$ cat src/rtl/btn_press_encoder.sv
// Button front end for the Genius game: synchronise, debounce, require release, and encode
// the three push buttons into single press events on a valid/ack handshake.
// Optional build macro BTN_ACTIVE_LOW_EN: buttons are active-low (btn=3'b111 means idle).
module btn_press_encoder #(
  parameter int DEBOUNCE_CYCLES = 16,
  parameter int SYNC_STAGES     = 2
) (
  input  logic       clock,
  input  logic       reset,
  input  logic [2:0] btn,
  output logic [1:0] press_code,
  output logic       press_valid,
  input  logic       press_ack,
  output logic       multi_press,
  output logic       overrun,
  output logic       busy
);

  localparam int CNT_W = $clog2(DEBOUNCE_CYCLES + 1);
  localparam logic [CNT_W-1:0] CNT_LAST = CNT_W'(DEBOUNCE_CYCLES - 1);

  localparam logic [1:0] IDLE        = 2'd0;
  localparam logic [1:0] DEB_PRESS   = 2'd1;
  localparam logic [1:0] HELD        = 2'd2;
  localparam logic [1:0] DEB_RELEASE = 2'd3;

  logic [2:0]                  btn_in;
  logic [SYNC_STAGES-1:0][2:0] sync_q;
  logic [2:0]                  s;
  logic [1:0]                  state, state_next;
  logic [CNT_W-1:0]            cnt, cnt_next;
  logic [2:0]                  cand, cand_next;
  logic                        accept;
  logic                        single;
  logic [1:0]                  cand_code;

`ifdef BTN_ACTIVE_LOW_EN
  assign btn_in = ~btn;
`else
  assign btn_in = btn;
`endif

  // NOTE: reset here is synchronous, so it only appears inside the clocked branch, never in the sensitivity list.
  always_ff @(posedge clock) begin
    if (!reset) begin
      sync_q <= '0;
    end else begin
      sync_q <= {sync_q[SYNC_STAGES-2:0], btn_in};
    end
  end

  assign s = sync_q[SYNC_STAGES-1];

  assign single    = (cand == 3'b001) || (cand == 3'b010) || (cand == 3'b100);
  assign cand_code = cand[0] ? 2'd0 : (cand[1] ? 2'd1 : 2'd2);

  // NOTE: every signal driven here gets a default first so no path leaves it unassigned (no latch).
  always_comb begin
    state_next = state;
    cnt_next   = cnt;
    cand_next  = cand;
    accept     = 1'b0;
    case (state)
      IDLE: begin
        if (s != 3'b000) begin
          cand_next  = s;
          cnt_next   = '0;
          state_next = DEB_PRESS;
        end
      end
      DEB_PRESS: begin
        if (s != cand) begin
          if (s == 3'b000) begin
            state_next = IDLE;
          end else begin
            cand_next = s;
            cnt_next  = '0;
          end
        end else if (cnt == CNT_LAST) begin
          accept     = 1'b1;
          state_next = HELD;
        end else begin
          cnt_next = cnt + 1'b1;
        end
      end
      HELD: begin
        // Extra buttons joining an accepted press are deliberately ignored.
        if (s == 3'b000) begin
          cnt_next   = '0;
          state_next = DEB_RELEASE;
        end
      end
      DEB_RELEASE: begin
        if (s != 3'b000) begin
          state_next = HELD;
        end else if (cnt == CNT_LAST) begin
          state_next = IDLE;
        end else begin
          cnt_next = cnt + 1'b1;
        end
      end
      default: state_next = IDLE;
    endcase
  end

  // NOTE: state registers use non-blocking assignments so every flop samples pre-edge values.
  always_ff @(posedge clock) begin
    if (!reset) begin
      state       <= IDLE;
      cnt         <= '0;
      cand        <= '0;
      press_valid <= 1'b0;
      press_code  <= 2'd0;
      multi_press <= 1'b0;
      overrun     <= 1'b0;
    end else begin
      state       <= state_next;
      cnt         <= cnt_next;
      cand        <= cand_next;
      multi_press <= accept && !single;

      // An ack in the same cycle frees the slot, so a new press can load without overrun.
      if (accept && single && (!press_valid || press_ack)) begin
        press_valid <= 1'b1;
        press_code  <= cand_code;
      end else if (press_valid && press_ack) begin
        press_valid <= 1'b0;
      end

      if (press_ack) begin
        overrun <= 1'b0;
      end else if (accept && single && press_valid) begin
        overrun <= 1'b1;
      end
    end
  end

  assign busy = (state != IDLE);

endmodule

$ cat config.mk
export PLATFORM = sky130hd
export DESIGN_NAME = btn_press_encoder
export DESIGN_NICKNAME = d
export VERILOG_FILES = /design/src/rtl/btn_press_encoder.sv
export SDC_FILE = /design/constraint.sdc
export NUM_CORES = 1
export LEC_CHECK = 0
export ABC_CLOCK_PERIOD_IN_PS = 2300
export CAP_MARGIN = 20
export CORE_ASPECT_RATIO = 0.8
export CORE_UTILIZATION = 30
export CTS_CLUSTER_SIZE = 40
export DETAILED_ROUTE_END_ITERATION = 10
export DONT_BUFFER_PORTS = 1
export MAX_ROUTING_LAYER = met4
export PLACE_DENSITY = 0.44
export SLEW_MARGIN = 40
export SYNTH_ARGS = -nofsm -noshare
export SYNTH_HDL_FRONTEND = slang
export SYNTH_SLANG_ARGS = --single-unit
$ cat constraint.sdc
create_clock -name clock -period 2.3 [get_ports clock]
set_clock_uncertainty 0.15 [all_clocks]
set_input_delay 0.23 -clock clock [delete_from_list [all_inputs] [get_ports clock]]
set_output_delay 0.23 -clock clock [all_outputs]
set_load 0.01 [all_outputs]
== Word level (Yosys, flattened, before mapping) ==
Index checks and enable logic that the tools add are counted.
W data, S select, Z words.

* Bits in registers: 21

* Add/sub/neg operators: 1
* Equal/unequal tests: 17
* Mux-type cells: 26
* Bitwise logic cells: 1
* Reductions and logical operators: 20

{| class="wikitable"
|+ Operator list
! kind !! count
|-
| $mux W5 || 6
|-
| $pmux W5 S4 || 1
|-
| $mux W2 || 9
|-
| $ne A3 B3 Y1 const B || 4
|-
| $ne A2 B2 Y1 const B || 5
|-
| $mux W3 || 3
|-
| $pmux W2 S4 || 1
|-
| $reduce_and A4 Y1 || 2
|-
| $pmux W3 S2 || 1
|-
| $reduce_bool A2 Y1 || 3
|-
| $add A5 B1 Y5 const B || 1
|-
| $eq A5 B4 Y1 const B || 1
|-
| $logic_and A1 B1 Y1 || 5
|-
| $mux W1 || 5
|-
| $reduce_and A5 Y1 || 1
|-
| $eq A2 B2 Y1 const B || 2
|-
| $eq A3 B1 Y1 const B || 1
|-
| $eq A3 B2 Y1 const B || 1
|-
| $eq A3 B3 Y1 const B || 1
|-
| $logic_not A3 Y1 || 1
|-
| $logic_or A1 B1 Y1 || 3
|-
| $ne A3 B3 Y1 || 1
|-
| $reduce_bool A3 Y1 || 1
|-
| $eq A2 B1 Y1 const B || 1
|-
| 4 further kinds || 5
|}

== Depth between registers and ports, before layout ==
* Word-level depth: 7
* Gate-level depth with buffers: 6
* Depth with buffers taken out: 5

== Worst setup path after synthesis ==
No wires, ideal clock.

* Kind: register to register
* From: register cnt[0]
* To: register state[1]
* Library setup time: 0.070 ns
* Data arrival time: 1.439 ns
* Path slack: 0.642 ns
* Stages on the path, launching flop included: 6
* Path buffers: 0
* Path through: dfxtp_1 -> ha_1 -> and3_1 -> nand3_2 -> or4_1 -> a21oi_1

* Longest elaborated chain between the ends: 3

{| class="wikitable"
|+ Ends and longest elaborated chain
! element !! RTL line !! source
|-
| start, declared || 31 || <nowiki>logic [CNT_W-1:0] cnt, cnt_next;</nowiki>
|-
| start signal, assigned || 118 || <nowiki>cnt <= cnt_next;</nowiki>
|-
| $eq A5 B4 Y1 * || 79, 96 ||
|-
| $ne A3 B3 Y1 (no line) || n/a ||
|-
| $reduce_and A5 Y1 (no line) * || n/a ||
|-
| end signal, assigned || 117 || <nowiki>state <= state_next;</nowiki>
|-
| end, declared || 30 || <nowiki>logic [1:0] state, state_next;</nowiki>
|}

Mark *: on every way between the ends. The rest lies on a longest branch, timed or not.
A chain may end at the register's enable or synchronous reset.

== Worst setup path after layout ==
* From: register sync_q (netlist bit s[1])
* To: register press_code[0]

* Longest elaborated chain between the ends: 5

{| class="wikitable"
|+ Ends and longest elaborated chain
! element !! RTL line !! source
|-
| start, declared || 28 || <nowiki>logic [SYNC_STAGES-1:0][2:0] sync_q;</nowiki>
|-
| start signal, assigned || 48 || <nowiki>sync_q <= {sync_q[SYNC_STAGES-2:0], btn_in};</nowiki>
|-
| $ne A3 B3 Y1 || 72 || <nowiki>if (s != cand) begin</nowiki>
|-
| $mux W1 || 72 ||
|-
| $mux W1 || 63 || <nowiki>case (state)</nowiki>
|-
| $logic_and A1 B1 Y1 (2 in series) || 123 || <nowiki>if (accept && single && (!press_valid || press_ack)) begin</nowiki>
|-
| end signal, assigned || 125 || <nowiki>press_code <= cand_code;</nowiki>
|-
| end, declared || 11 || <nowiki>output logic [1:0] press_code,</nowiki>
|}

Every way passes these cells.

==> flow_summary.toml <==
[setup_path]
arrival_ns = 1.87
worstPathRequired_ns = 2.31
worst-setup-path-type = "flop to flop"
path_max_fanout = 12
cp-start-kind = "flop"
standard_cell_with_the_maximum_stage_delay_on_the_critical_path = "sky130_fd_sc_hd__dfxtp_1"
cp_num_buf_inv = 0
timing.critical_path.cells = "xnor2_1 > and4_1 > nand4_1 > mux2i_1"
timing.critical_path.slowest_cell_delay_ns = 0.51
worst_path_dominant_cell_family = "simple AND/OR/NAND/NOR gates"
cp-end-kind = "flop"

[synth]
yosys_warnings = 0
nets_in_the_synthesized_netlist = 127
synth_ff_type = "sky130_fd_sc_hd__dfxtp_1"
sequential_element_share_of_the_synthesized_area_pct = 39.0
synth_edf_count = 0
synth_area_um2 = 1080
avgSynthCellArea_um2 = 8.99
syn-instance-count = 120
synthArstFlopShare_pct = 0
netlist-cell-type-count = 40
yosys_register_bits = 21

[timing]
relSlewSlack_pct = 59.1
top_achievable_clock_speed_mhz = 537
finalMaxSlewViolations = 0
setup-tns-final_ns = 0
postLayoutSetupSlackWorst_ns = 0.437
finalHoldViolCount = 0
worstMarginPinSlew_ns = 0.611
grt_setup_unrepaired = "false"
min_cycle_time_layout_ns = 1.86
setup_viol_count_final = 0
post-route-period-util_pct = 81.0

[routing]
drt.antenna.violating_nets = 0
route.vias.total = 875
detail_route.wl_per_cell_um = 13.9
detailedRoute.firstIterationViolations = 56
router_iterations_before_antenna_repair = 4
post_drt_via_cell_ratio = 5.40
totalWireLength_um = 2240
drc_errors = 0

[die]
die-height_um = 55.6
ios = 12
rows = 19
start_util_pct = 31.5
area_of_the_core_um2 = 3420
die_w_um = 69.0
floorplan.die_area_um2 = 3840

[clocking]
cts-root-buf = "sky130_fd_sc_hd__clkbuf_8"
post-cts-setup-buffers = 0
cts_buffers = 3
cts_num_sinks = 21
maximum_buffer_depth_of_the_clock_tree = 2
clock_tree_from_tritoncts = "built"
cts.reportedPaths.clkPinSlew_ns = 0.08
h-tree-depth = 1
cts.repair.resized = 0
clkLatencyLatePin_ns = 0.26

[global_route]
globalRoute.totalOverflow = 0
grt_max_degree = 18
antenna_found_initial = 0
grt_util_all_layers_pct = 13.3
via_count_of_the_first_global_routing_pass = 808
grt_pass1_wl_um = 3880

[run]
max_cap_viol_count = 0

[cells_and_area]
final_layout_size_suffix_gt1_share_pct = 6.67
syn2layout_area_growth_pct = 8.93
finalNetCount = 128
n_antenna_cell = 0
final_design_area_no_fill_um2 = 1170

[placed_design]
gp_congestion = 0.842
count_of_port_buffers_added_during_placement = 0
detailedPlacementHpwl_um = 1530
preCtsSetupSlack_ns = 0.454
postPlaceCellArea_um2 = 1070

[min_path]
hold_class = "input port to flop"

[power]
switching_power_uw = 196
power.sequential.fraction_pct = 53.8
vdd_drop_max_v = 0.000379
cellInternalPower_uw = 536
p_clk_share_pct = 34.4
combPwrFrac_pct = 11.8
power_switching_share_pct = 26.7
power-per-cell-area_nw_per_um2 = 623
total_leakage_power_uw = 0.000424

[run_status]
run_status = "completed"
## cells in the mapped netlist (3+ instances only)
cell                         n  area, um2
sky130_fd_sc_hd__xor2_1      4       35.0
sky130_fd_sc_hd__o2111ai_1   5       43.8
sky130_fd_sc_hd__nand3_1     5       25.0
sky130_fd_sc_hd__buf_4       4       30.0
sky130_fd_sc_hd__a21oi_1     8       40.0
sky130_fd_sc_hd__and2_1      7       43.8
sky130_fd_sc_hd__dfxtp_1    21        420
sky130_fd_sc_hd__xnor2_1     3       26.3
sky130_fd_sc_hd__buf_2       4       20.0
sky130_fd_sc_hd__o21ai_0    10       50.1
sky130_fd_sc_hd__inv_1       5       18.8
sky130_fd_sc_hd__mux2i_1     4       40.0
sky130_fd_sc_hd__nand2_1     6       22.5
sky130_fd_sc_hd__a211oi_1    3       22.5
## stage by stage
stage          hold WS [ns]  instances  power, uW  utilization, %
6_report            0.00237        162        732            34.3
5_1_grt              0.0209        162        769            34.3
4_1_cts             0.00407        162        738            34.3
3_5_place_dp          0.167        152        475            31.1
3_3_place_gp          0.165        152        476            31.1
2_1_floorplan         0.159        120        470               -
## path summary, 6_finish.rpt
| path | end | slack, ns | from | depth (start not counted) |
|---|---|---|---|---|
| worst min register to register | s[2]$_SDFF_PN0_ | 0.29 | sync_q[2]$_SDFF_PN0_ | 1 |
| worst min-delay path | cnt[0]$_SDFFE_PN0P_ | 0.002 | reset | 2 |
| worst max-delay path | press_code[0]$_SDFFE_PN0P_ | 0.44 | s[1]$_SDFF_PN0_ | 4 |
| worst max register to register | press_code[0]$_SDFFE_PN0P_ | 0.44 | s[1]$_SDFF_PN0_ | 4 |
## worst reg2reg max path: cells and delay by family, from the launching register on
| kind | cells | cell delay, ns |
|---|---|---|
| AND/OR/NAND/NOR | 2 | 0.72 |
| flip-flops | 1 | 0.51 |
| XOR/XNOR | 1 | 0.20 |
| multiplexers | 1 | 0.17 |
## power by group through the flow
stage / Sequential [uW] / Combinational [uW] / Clock (uW)
floorplan: 391 / 79.1 / 0
global placement: 402 / 74.7 / 0
detailed placement: 402 / 73.0 / 0
CTS: 394 / 85.9 / 258
global route: 396 / 96.7 / 276
finish: 394 / 86.5 / 252
## per-layer routing
layer	wire length, um	share of wire (%)	GRT usage [%]
met1	1230	55	18.7
met2	908	40	17.8
met3	80	3.6	4.53
met4	22	0.98	4.37
met5	0	0	-
## timing repair
action / in CTS / in global routing
hold buffers: 6 / 0
endpoints found under the setup margin: 0 / 0
endpoints found under the hold margin: 16 / 0
## state kept, by name, summed over array words and instances, names as in the netlist
name	count
sync_q	3
multi_press	1
s	3
press_code	2
cnt	5
overrun	1
cand	3
press_valid	1
state	2
## cells by family (layout without fill, tap and decap cells)
logic type | count (synthesis) | in the layout | synth area share [%]
AND/OR/NAND/NOR | 40 | 40 | 23.8
multiplexers | 4 | 4 | 3.71
adder cells (fa/ha/maj) | 1 | 1 | 1.16
XOR/XNOR | 7 | 7 | 5.68
AO/OA/AOI/OAI | 32 | 32 | 18.9
flip-flops | 21 | 21 | 39.0
buffers and inverters | 15 | 15 | 7.77
## cells in the final DEF (no fill, tap or decap), types with 2 or more instances in the layout
master	synthesis	layout
sky130_fd_sc_hd__nand4_1	2	2
sky130_fd_sc_hd__xor2_1	4	4
sky130_fd_sc_hd__xnor2_1	3	3
sky130_fd_sc_hd__nor4_1	2	2
sky130_fd_sc_hd__nand2b_1	2	2
sky130_fd_sc_hd__nand2_1	6	6
sky130_fd_sc_hd__mux2i_1	4	4
sky130_fd_sc_hd__o2111ai_1	5	5
sky130_fd_sc_hd__and2_1	7	7
sky130_fd_sc_hd__clkbuf_8	0	3
sky130_fd_sc_hd__a21oi_1	8	8
sky130_fd_sc_hd__dlygate4sd3_1	0	6
sky130_fd_sc_hd__o21ai_0	10	10
sky130_fd_sc_hd__inv_1	5	5
sky130_fd_sc_hd__dfxtp_1	21	21
sky130_fd_sc_hd__nor3_1	2	2
sky130_fd_sc_hd__a211oi_1	3	3
sky130_fd_sc_hd__nand3_1	5	5
sky130_fd_sc_hd__nand3b_1	2	2
## cell type report
cell class	instances	area (um2)
inverters	5	18.8
fillers	371	2250
clock inverters	1	7.51
clock buffers	3	41.3
repair buffers	6	60.1
multi-input cells	84	574
flip-flops and latches	21	420
well taps	42	52.6
Power figures use the tool's default switching activity.
